## src/rtl/snn_lif_layer_if.sv

```systemverilog
// Control, weight-write and observation signals of one LIF layer.
// The producer (sequencer or testbench) uses master, the layer uses slave.
interface snn_lif_layer_if #(
    parameter int N_IN   = 3,
    parameter int N_OUT  = 2,
    parameter int W_BITS = 8,
    parameter int V_BITS = 12
);
    localparam int N_W    = N_IN * N_OUT;
    localparam int ADDR_W = (N_W > 1) ? $clog2(N_W) : 1;
    localparam int SEL_W  = (N_OUT > 1) ? $clog2(N_OUT) : 1;

    logic                     ena;
    logic                     step;
    logic [N_IN-1:0]          spike_in;
    logic [V_BITS-1:0]        threshold;
    logic                     wr_en;
    logic [ADDR_W-1:0]        wr_addr;
    logic signed [W_BITS-1:0] wr_data;
    logic [SEL_W-1:0]         v_sel;
    logic [N_OUT-1:0]         spike_out;
    logic [V_BITS-1:0]        v_out;

    modport master (
        output ena, step, spike_in, threshold, wr_en, wr_addr, wr_data, v_sel,
        input  spike_out, v_out
    );

    modport slave (
        input  ena, step, spike_in, threshold, wr_en, wr_addr, wr_data, v_sel,
        output spike_out, v_out
    );
endinterface

```

## src/rtl/snn_lif_layer.sv

```systemverilog
// Fully-connected layer of leaky integrate-and-fire neurons with signed weights,
// shift leak, programmable threshold and a refractory hold-off after each spike.
module snn_lif_layer #(
    parameter int N_IN       = 3,
    parameter int N_OUT      = 2,
    parameter int W_BITS     = 8,
    parameter int V_BITS     = 12,
    parameter int LEAK_SHIFT = 2,
    parameter int REFRACTORY = 2
) (
    input  logic           clk,
    input  logic           rst_n,
    snn_lif_layer_if.slave bus
);
    localparam int N_W    = N_IN * N_OUT;
    localparam int ADDR_W = (N_W > 1) ? $clog2(N_W) : 1;
    localparam int SEL_W  = (N_OUT > 1) ? $clog2(N_OUT) : 1;
    localparam int RW     = (REFRACTORY > 0) ? $clog2(REFRACTORY + 1) : 1;
    // Wide enough that V plus N_IN worst-case weights can never wrap.
    localparam int ACC_W  = V_BITS + W_BITS + $clog2(N_IN + 1) + 1;
    localparam logic [V_BITS-1:0] V_MAX = {1'b0, {(V_BITS-1){1'b1}}};

    logic signed [W_BITS-1:0] w_q    [N_W];
    logic [V_BITS-1:0]        v_q    [N_OUT];
    logic [V_BITS-1:0]        v_d    [N_OUT];
    logic [RW-1:0]            refr_q [N_OUT];
    logic [RW-1:0]            refr_d [N_OUT];
    logic [N_OUT-1:0]         spike_q;
    logic [N_OUT-1:0]         spike_d;

    logic signed [ACC_W-1:0]  acc    [N_OUT];
    logic [V_BITS-1:0]        vn     [N_OUT];
    logic [N_OUT-1:0]         fire;

    always_comb begin
        for (int j = 0; j < N_OUT; j++) begin
            acc[j] = $signed(ACC_W'(v_q[j]));
            if (LEAK_SHIFT > 0) begin
                acc[j] = acc[j] - $signed(ACC_W'(v_q[j] >> LEAK_SHIFT));
            end
            for (int i = 0; i < N_IN; i++) begin
                if (bus.spike_in[i]) begin
                    acc[j] = acc[j] + ACC_W'(w_q[j*N_IN + i]);
                end
            end

            if (acc[j] < 0) begin
                vn[j] = '0;
            end else if (acc[j] > $signed(ACC_W'(V_MAX))) begin
                vn[j] = V_MAX;
            end else begin
                vn[j] = acc[j][V_BITS-1:0];
            end
            fire[j] = (vn[j] >= bus.threshold);
        end
    end

    // Outside a step cycle (or with ena low) only the spike pulse is cleared.
    always_comb begin
        spike_d = '0;
        for (int j = 0; j < N_OUT; j++) begin
            v_d[j]    = v_q[j];
            refr_d[j] = refr_q[j];
            if (bus.ena && bus.step) begin
                if (refr_q[j] != '0) begin
                    refr_d[j] = refr_q[j] - 1'b1;
                    v_d[j]    = '0;
                end else if (fire[j]) begin
                    spike_d[j] = 1'b1;
                    v_d[j]     = '0;
                    refr_d[j]  = RW'(REFRACTORY);
                end else begin
                    v_d[j] = vn[j];
                end
            end
        end
    end

    always_ff @(posedge clk or negedge rst_n) begin
        if (!rst_n) begin
            for (int k = 0; k < N_W; k++) begin
                w_q[k] <= '0;
            end
            for (int j = 0; j < N_OUT; j++) begin
                v_q[j]    <= '0;
                refr_q[j] <= '0;
            end
            spike_q <= '0;
        end else begin
            for (int j = 0; j < N_OUT; j++) begin
                v_q[j]    <= v_d[j];
                refr_q[j] <= refr_d[j];
            end
            spike_q <= spike_d;
            // Addresses past the last weight match no slot and are dropped.
            if (bus.ena && bus.wr_en) begin
                for (int k = 0; k < N_W; k++) begin
                    if (bus.wr_addr == ADDR_W'(k)) begin
                        w_q[k] <= bus.wr_data;
                    end
                end
            end
        end
    end

    always_comb begin
        bus.v_out = '0;
        for (int j = 0; j < N_OUT; j++) begin
            if (bus.v_sel == SEL_W'(j)) begin
                bus.v_out = v_q[j];
            end
        end
    end

    assign bus.spike_out = spike_q;

endmodule
```

## src/flat_wrapper.sv

```systemverilog
// flat-port wrapper written by rule: the top's interface ports become plain ports
module snn_lif_layer_flat 
#(
    parameter int N_IN       = 3,
    parameter int N_OUT      = 2,
    parameter int W_BITS     = 8,
    parameter int V_BITS     = 12,
    parameter int LEAK_SHIFT = 2,
    parameter int REFRACTORY = 2
)
  (clk, rst_n, bus_ena, bus_step, bus_spike_in, bus_threshold, bus_wr_en, bus_wr_addr, bus_wr_data, bus_v_sel, bus_spike_out, bus_v_out);
  snn_lif_layer_if #(.N_IN(N_IN), .N_OUT(N_OUT), .W_BITS(W_BITS), .V_BITS(V_BITS)) bus_i ();
  input  logic clk;
  input  logic rst_n;
  input wire logic [$bits(bus_i.ena)-1:0] bus_ena;
  input wire logic [$bits(bus_i.step)-1:0] bus_step;
  input wire logic [$bits(bus_i.spike_in)-1:0] bus_spike_in;
  input wire logic [$bits(bus_i.threshold)-1:0] bus_threshold;
  input wire logic [$bits(bus_i.wr_en)-1:0] bus_wr_en;
  input wire logic [$bits(bus_i.wr_addr)-1:0] bus_wr_addr;
  input wire logic [$bits(bus_i.wr_data)-1:0] bus_wr_data;
  input wire logic [$bits(bus_i.v_sel)-1:0] bus_v_sel;
  output wire logic [$bits(bus_i.spike_out)-1:0] bus_spike_out;
  output wire logic [$bits(bus_i.v_out)-1:0] bus_v_out;
  assign bus_i.ena = bus_ena;
  assign bus_i.step = bus_step;
  assign bus_i.spike_in = bus_spike_in;
  assign bus_i.threshold = bus_threshold;
  assign bus_i.wr_en = bus_wr_en;
  assign bus_i.wr_addr = bus_wr_addr;
  assign bus_i.wr_data = bus_wr_data;
  assign bus_i.v_sel = bus_v_sel;
  assign bus_spike_out = bus_i.spike_out;
  assign bus_v_out = bus_i.v_out;
  snn_lif_layer #(.N_IN(N_IN), .N_OUT(N_OUT), .W_BITS(W_BITS), .V_BITS(V_BITS), .LEAK_SHIFT(LEAK_SHIFT), .REFRACTORY(REFRACTORY)) u_core (.clk(clk), .rst_n(rst_n), .bus(bus_i));
endmodule
```

## config.mk

```make
export PLATFORM = sky130hd
export DESIGN_NAME = snn_lif_layer_flat
export DESIGN_NICKNAME = d
export VERILOG_FILES = /design/src/rtl/snn_lif_layer_if.sv /design/src/rtl/snn_lif_layer.sv /design/src/flat_wrapper.sv
export SDC_FILE = /design/constraint.sdc
export NUM_CORES = 1
export LEC_CHECK = 0
export ABC_AREA = 1
export BUFFER_PORTS_ARGS = -buffer_cell sky130_fd_sc_hd__buf_2
export CAP_MARGIN = 20
export CORE_MARGIN = 4
export CORE_UTILIZATION = 39
export DETAILED_ROUTE_END_ITERATION = 8
export PLACE_DENSITY = 0.55
export SYNTH_ARGS = -nofsm -noshare
export SYNTH_HDL_FRONTEND = slang
export SYNTH_SLANG_ARGS = --single-unit
export TNS_END_PERCENT = 1
```

## constraint.sdc

```tcl
create_clock -name clk -period 15.2 [get_ports clk]
set_clock_uncertainty 0.15 [all_clocks]
set_input_delay 3.04 -clock clk [delete_from_list [all_inputs] [get_ports clk]]
set_output_delay 3.04 -clock clk [all_outputs]
set_load 0.01 [all_outputs]
```

* Yosys cells after proc, flatten, opt, wreduce, memory -nomap -nowiden
Index checks and enable logic that the tools add are counted.
Word-level totals: input bits 32, bits in registers 78, output and inout port bits 14, logic and storage cells 72
Cells by class: reduce and logical (&&, ||, !) cells 15, add/subtract/negate cells 10, $lt $le $gt $ge 6, equality and inequality tests 5, multiplexer cells 25
Operators by type and width (count):
- 23-bit two-way mux | 6
- 12-bit two-way mux | 9
- 23-bit by 8-bit adder with 23-bit output | 4
- 23-bit by 12-bit > comparator with 1-bit output (second input constant) | 2
- 23-bit by 1-bit less-than comparator with 1-bit output (second input constant) | 2
- 13-bit by 8-bit adder with 14-bit output | 2
- 12-bit by 10-bit subtractor with 13-bit output | 2
- 12-bit >= comparator | 2
- 2-bit AND reduction | 8
- 2-bit two-way mux | 4
- 2-bit nonzero test | 4
- 3-bit by 2-bit equality test with 1-bit output (second input constant) | 2
- 3-bit equality test (second input constant) | 2
- 1-bit two-way mux | 6
- 2-bit by 1-bit subtractor with 2-bit output (second input constant) | 2
- 3-bit by 1-bit equality test with 1-bit output (second input constant) | 1
- 3-bit zero test | 1
- 1-bit logical AND | 2

* Longest topological paths before layout
Gate-level depths: netlist of the first run.
word-level depth 14, gate-level depth with buffers 66, gate-level depth less buffers 65

* Worst setup path before layout of the first run
Ideal clock, no wire load.
path type input to register, start point in bus_spike_in[0], end point reg u_core.v_q[12] in the netlist's numbering, library setup time 0.066 ns, data required time 14.984 ns, data arrival time 8.465 ns, path slack 6.520 ns, buffers on the path 4, stages on the path 49, path through clkbuf_1 clkbuf_1 nand2_1 o21ai_0 ha_1 inv_1 fa_1 inv_1 nand3_1 nand2_1 a21boi_2 o21bai_1 nand2_1 nand2_1 nand2_1 nand2_1 nand2_1 nand2_1 [13 not listed] nand2_1 nor2_2 buf_4 nand3_1 nand2_1 inv_1 ha_1 nand2_1 inv_1 o21ai_0 nand2_1 o21bai_1 a21boi_0 o211ai_1 nor3_1 clkbuf_1 nand3_1 nand2_1
On the way: longest elaborated chain between the ends 11, elaborated cells between the ends (all ways) 12, classes of those cells add/sub: 2; order compare: 3; mux: 7
RTL lines:
- from (decl) | line flat_wrapper.sv:17 | input wire logic [$bits(bus_i.spike_in)-1:0] bus_spike_in;
- 23-bit two-way mux (*) | line snn_lif_layer.sv:42 | if (bus.spike_in[i]) begin
- 23-bit by 8-bit adder with 23-bit output | line snn_lif_layer.sv:43 | acc[j] = acc[j] + ACC_W'(w_q[j*N_IN + i]);
- 23-bit two-way mux (*) | line snn_lif_layer.sv:42
- 23-bit by 8-bit adder with 23-bit output | line snn_lif_layer.sv:43
- 23-bit two-way mux (*) | line snn_lif_layer.sv:42
- 23-bit by 12-bit > comparator with 1-bit output | line snn_lif_layer.sv:49 | end else if (acc[j] > $signed(ACC_W'(V_MAX))) begin
- 12-bit two-way mux | line snn_lif_layer.sv:49
- 12-bit two-way mux (*) | line snn_lif_layer.sv:47 | if (acc[j] < 0) begin
- 12-bit >= comparator | line snn_lif_layer.sv:54 | fire[j] = (vn[j] >= bus.threshold);
- 12-bit two-way mux (*) | line snn_lif_layer.sv:68 | end else if (fire[j]) begin
- 12-bit two-way mux (*) | line snn_lif_layer.sv:65 | if (refr_q[j] != '0) begin
- to (signal, indexed assignment) | line snn_lif_layer.sv:91 | v_q[j] <= v_d[j];
- to (decl) | line snn_lif_layer.sv:24 | logic [V_BITS-1:0] v_q [N_OUT];
Every way passes the cells marked *; elsewhere a longest branch is shown, timed or not. A chain may end at the register's enable or synchronous reset.

* Worst setup path after layout of the first run
start point in bus_spike_in[0], end point reg u_core.v_q[2] in the netlist's numbering
The elaborated chain is that of the path after synthesis.

==> impl_metrics.tcl, run 1 <==
set metrics [dict create \
    worst-slew-pin-transition_ns 0.926 \
    drt_iter0_drc 824 \
    grt_pass1_wl_mm 60.5 \
    layout_commonest_cell "nand2_1" \
    clock_latency_ns 0.35 \
    synth_cells 1848 \
    use_met1_pct 32.1 \
    cp-end-kind "register" \
    antenna_found_initial 1 \
    drc 0 \
    first_pass_iters 7 \
    worst_path_max_delay_cell "clkinv_1" \
    layout_min_cycle_time_ns 10.47 \
    synth_flop_cell "dfrtp_1" \
    place_congestion 0.947 \
    seq_area_frac_synth_pct 16.9 \
    grt_busiest_layer "met2" \
    design.die.area_um2 32400 \
    cts-buffers-inserted 9 \
    relSlewSlack_pct 37.9 \
    syn_avg_cell_area_um2 6.24 \
    clock_sinks 78 \
    drive_gt1_share_pct 6.49 \
    hold_viol_final 0 \
    die_w_um 180 \
    synth.cell_area_um2 11500 \
    synthArstFlopShare_pct 100 \
    final_util_pct 42.9 \
    start_util_pct 39.9 \
    wirelength_mm 37.5 \
    hold_path.class "register to register" \
    die_h_um 180 \
    cts_tree "done" \
    post_cts_buffers 0 \
    htreeDepth 3 \
    slew_violations 0 \
    vias 11900 \
    pin_count 46 \
    dp.final_hpwl_mm 30.5 \
    worst_path_largest_cell_delay_ns 0.84 \
    syn_to_final_growth_pct 7.56 \
    fmax_ghz 0.0955 \
    cts.repair.resized 0 \
    synth.distinct_cells 53 \
    rsz0062_at_grt "no" \
    via_per_inst 5.26 \
    status "finished, final reports clean" \
    cp.arrival_ns 10.60 \
    ys_warn_count 0 \
    cts.path.max_buffers 2 \
    core_area_um2 28900 \
    synth-seq-cells 78 \
    cts_hold_buffers 0 \
    grt_use_met2_pct 38.6 \
    multi_input_area_um2 8500 \
    cp_common_cell "nand2_1" \
    path_clk_slew_ns 0.06 \
    use_met3_pct 1.94 \
    crit_path_start_kind "input pin" \
    grt_max_degree 49 \
    diodes 0 \
    portBuffers 45 \
    grt_pass1_vias 11400 \
    wl_per_cell_um 16.6 \
    period_share_pct 68.9 \
    mostFrequentLayoutCells "nand2_1 (530), inv_1 (235), nand3_1 (157)" \
    worstPathMaxFanout 35 \
    cp_data_required_time_ns 15.33 \
    cts_root_buffer "clkbuf_16" \
    drtAntennaViolNets 0 \
    register_area_um2 1950 \
    cap_violations 0 \
    setup_tns_ns 0 \
    crit_type "input pin to register" \
    fin_nets 2066 \
    num_rows 62 \
    fill_cells 3167 \
    track_usage_pct 22.9 \
    grt_remaining_overflow 0 \
    synth-edff-count 0 \
    setup_violations 0 \
]
==> worst paths after layout <==
path                                                  from                          to  slack [ns]  cells past startpoint
worst max-delay path                       bus_spike_in[0]   u_core.v_q[2]$_DFFE_PN0P_        4.73                     44
worst min-delay path            u_core.v_q[12]$_DFFE_PN0P_  u_core.v_q[12]$_DFFE_PN0P_        0.34                      2
worst max register to register   u_core.v_q[0]$_DFFE_PN0P_   u_core.v_q[2]$_DFFE_PN0P_        6.00                     54
worst min register to register  u_core.v_q[12]$_DFFE_PN0P_  u_core.v_q[12]$_DFFE_PN0P_        0.34                      2
max in group asynchronous                            rst_n  u_core.w_q[32]$_DFFE_PN0P_       11.38                      2
min in group asynchronous                            rst_n  u_core.v_q[11]$_DFFE_PN0P_        2.48                      1
==> per-stage QoR <==
step | setup slack (ns) | hold slack (ns) | instances | instance area [µm²]
floorplan | 6.52 | 0.299 | 1849 | 11500
finish | 4.73 | 0.344 | 2265 | 12400
global route | 3.81 | 0.365 | 2265 | 12400
detailed placement | 4.12 | 0.332 | 2248 | 12100
global placement | 4.20 | 0.329 | 2248 | 12100
CTS | 4.43 | 0.347 | 2264 | 12400
==> synthesized netlist by cell type (all sizes together) (11+ instances only) <==
cell	count	area share (%)
a21boi	11	0.75
a21o	12	0.78
a21oi	136	6.0
clkbuf	25	0.81
dfrtp	78	17
ha	150	16
inv	245	8.0
nand2	548	19
nand3	163	7.4
nand4	29	1.8
nor2	123	4.1
nor3	14	0.61
o21ai	172	7.6
o21bai	11	0.72
xnor2	26	2.0
xor2	35	2.7
==> worst max-delay path: cells and delay by family <==
kind,cells,cell delay (ns)
AO/OA/AOI/OAI,10,1.73
AND/OR/NAND/NOR,23,3.37
adder cells (fa/ha/maj),3,0.84
buffers and inverters,8,1.60
==> flip-flops by register name, indices dropped and copies added (netlist names) <==
| signal | count |
|---|---|
| u_core.w_q | 48 |
| u_core.v_q | 24 |
| u_core.refr_q | 4 |
| u_core.bus.spike_out | 2 |
==> cell families (layout without fill, tap and decap cells) <==
logic type	after synthesis	in the layout	share of synthesized area, %
buffers and inverters	281	313	9.43
flip-flops	78	78	16.9
multiplexers	1	1	0.0976
adder cells (fa/ha/maj)	158	158	17.7
AND/OR/NAND/NOR	907	907	34.3
XOR/XNOR	61	61	4.63
other	1	2	0.0325
AO/OA/AOI/OAI	361	361	17.0
==> metal layers <==
metal	wire length (µm)	share of wire [%]
met5	0	0
met4	788	2.1
met3	1330	3.5
met2	17400	46
met1	18000	48
==> layout make-up <==
class	count	share of cell area, %
Multi-Input combinational cell	1490	68.5
Sequential cell	78	15.7
Inverter	246	7.48
Tap cell	384	3.87
Timing Repair Buffer	51	2.18
Clock buffer	11	1.96
Clock inverter	5	0.282
Power of run 1 is left out: the tool's default activity adds up to more than one toggle a clock period on the data nets, which glitch-free logic cannot reach.
==> run 2, diff against run 1 <==
Clock period 15.2 ns to 10.6 ns, I/O delays scaled along.
==> impl_metrics.tcl, run 2 (same netlist as run 1, synthesis figures left out) <==
set metrics [dict create \
    status "finished, final reports clean" \
    grt_max_degree 79 \
    hold_path.class "register to register" \
    die_h_um 180 \
    crit_family "simple AND/OR/NAND/NOR gates" \
    vias 12000 \
    dp.final_hpwl_mm 30.7 \
    cts-buffers-inserted 9 \
    ff2ff_path_depth 54 \
    mostFrequentLayoutCells "nand2_1 (530), inv_1 (235), nand3_1 (157)" \
    worst_path_largest_cell_delay_ns 0.53 \
    fin_nets 2065 \
    design.die.area_um2 32400 \
    crit_cells 46 \
    worst_path_max_delay_cell "nor2_1" \
    r2r-end "u_core.v_q[1]$_DFFE_PN0P_" \
    grt_pass1_vias 11600 \
    use_met3_pct 3.13 \
    whs_endpoint "u_core.v_q[12]$_DFFE_PN0P_" \
    rsz0062_at_grt "no" \
    top_regs "u_core.w_q (48), u_core.v_q (24), u_core.refr_q (4)" \
    grt_use_met2_pct 38.8 \
    cts.path.max_buffers 2 \
    track_usage_pct 22.7 \
    cp.arrival_ns 9.29 \
    cp-end-kind "register" \
    fmax_ghz 0.109 \
    layout_min_cycle_time_ns 9.15 \
    cts_hold_buffers 0 \
    drive_gt1_share_pct 6.49 \
    drtAntennaViolNets 0 \
    setup_slack_ns 1.45 \
    start_util_pct 39.9 \
    htreeDepth 3 \
    cp_common_cell "nand2_1" \
    cp_data_required_time_ns 10.74 \
    post_cts_buffers 0 \
    cts.repair.resized 0 \
    setup_tns_ns 0 \
    syn_to_final_growth_pct 8.03 \
    hold_viol_final 0 \
    drt_iter0_drc 877 \
    num_rows 62 \
    path_clk_slew_ns 0.06 \
    regToRegStartpoint "u_core.v_q[0]$_DFFE_PN0P_" \
    largest_reg_flops 48 \
    diodes 0 \
    first_pass_iters 7 \
    period_share_pct 86.3 \
    worst-slew-pin-transition_ns 0.964 \
    crit_path_start_kind "input pin" \
    relSlewSlack_pct 35.7 \
    cts_tree "done" \
    antenna_found_initial 1 \
    whs_path_depth 2 \
    setup_violations 0 \
    use_met1_pct 30.2 \
    core_area_um2 28900 \
    grt_busiest_layer "met2" \
    slew_violations 0 \
    clock_latency_ns 0.36 \
    crit_type "input pin to register" \
    layout_commonest_cell "nand2_1" \
    largest-register "u_core.w_q" \
    cap_violations 0 \
    wl_per_cell_um 16.5 \
    cts_root_buffer "clkbuf_16" \
    hp-start "u_core.v_q[12]$_DFFE_PN0P_" \
    pin_count 46 \
    r2r_slack_ns 1.69 \
    via_per_inst 5.31 \
    worstPathMaxFanout 21 \
    pre_cts_ws_ns 1.08 \
    drc 0 \
    worst-path-buf-inv 9 \
    portBuffers 45 \
    clock_sinks 78 \
    die_w_um 180 \
    grt_pass1_wl_mm 60.1 \
    place_congestion 0.912 \
    grt_remaining_overflow 0 \
    wirelength_mm 37.3 \
]
run 2: worst max path at each step:
stage / from / end / slack (ns)
after global routing: bus_spike_in[0] / u_core.v_q[1]$_DFFE_PN0P_ / 0.57
after global placement: bus_spike_in[0] / u_core.v_q[1]$_DFFE_PN0P_ / 1.17
after floorplan: bus_spike_in[0] / u_core.v_q[12]$_DFFE_PN0P_ / 2.84
final: bus_spike_in[0] / u_core.v_q[1]$_DFFE_PN0P_ / 1.45
after CTS: bus_spike_in[0] / u_core.v_q[1]$_DFFE_PN0P_ / 1.46
after detailed placement: bus_spike_in[0] / u_core.v_q[5]$_DFFE_PN0P_ / 1.08
run 2: area by class of cell:
class	count	area, µm²
well taps	384	480
clock inverters	5	65.1
clock buffers	11	253
inverters	246	928
flip-flops and latches	78	1950
fillers	3146	16500
repair buffers	50	285
multi-input cells	1490	8500
run 2: stage by stage:
stage | hold WS (ns) | utilization (%) | std cells | instance area [µm²]
after floorplan | 0.299 | - | 1849 | 11500
after global placement | 0.316 | 41.9 | 2247 | 12100
after detailed placement | 0.325 | 41.9 | 2247 | 12100
after CTS | 0.341 | 43.0 | 2263 | 12400
after global routing | 0.366 | 43.1 | 2264 | 12500
final | 0.348 | 43.1 | 2264 | 12500
run 2: routing by layer:
layer | routed length, µm | up-vias
met1 | 16600 | 5518
li1 | - | 6144
met3 | 2170 | 46
met2 | 17600 | 302
met4 | 899 | 2
met5 | 8 | -
run 2: worst reg2reg max path, delay by kind of cell, from the launching register on:
family | cells | cell delay [ns]
simple gates | 36 | 4.57
fa+ha+maj | 6 | 1.93
compound gates | 8 | 1.27
flops | 1 | 0.45
xor+xnor | 1 | 0.28
buf+inv | 3 | 0.21
Power of run 2 is left out for the same reason.
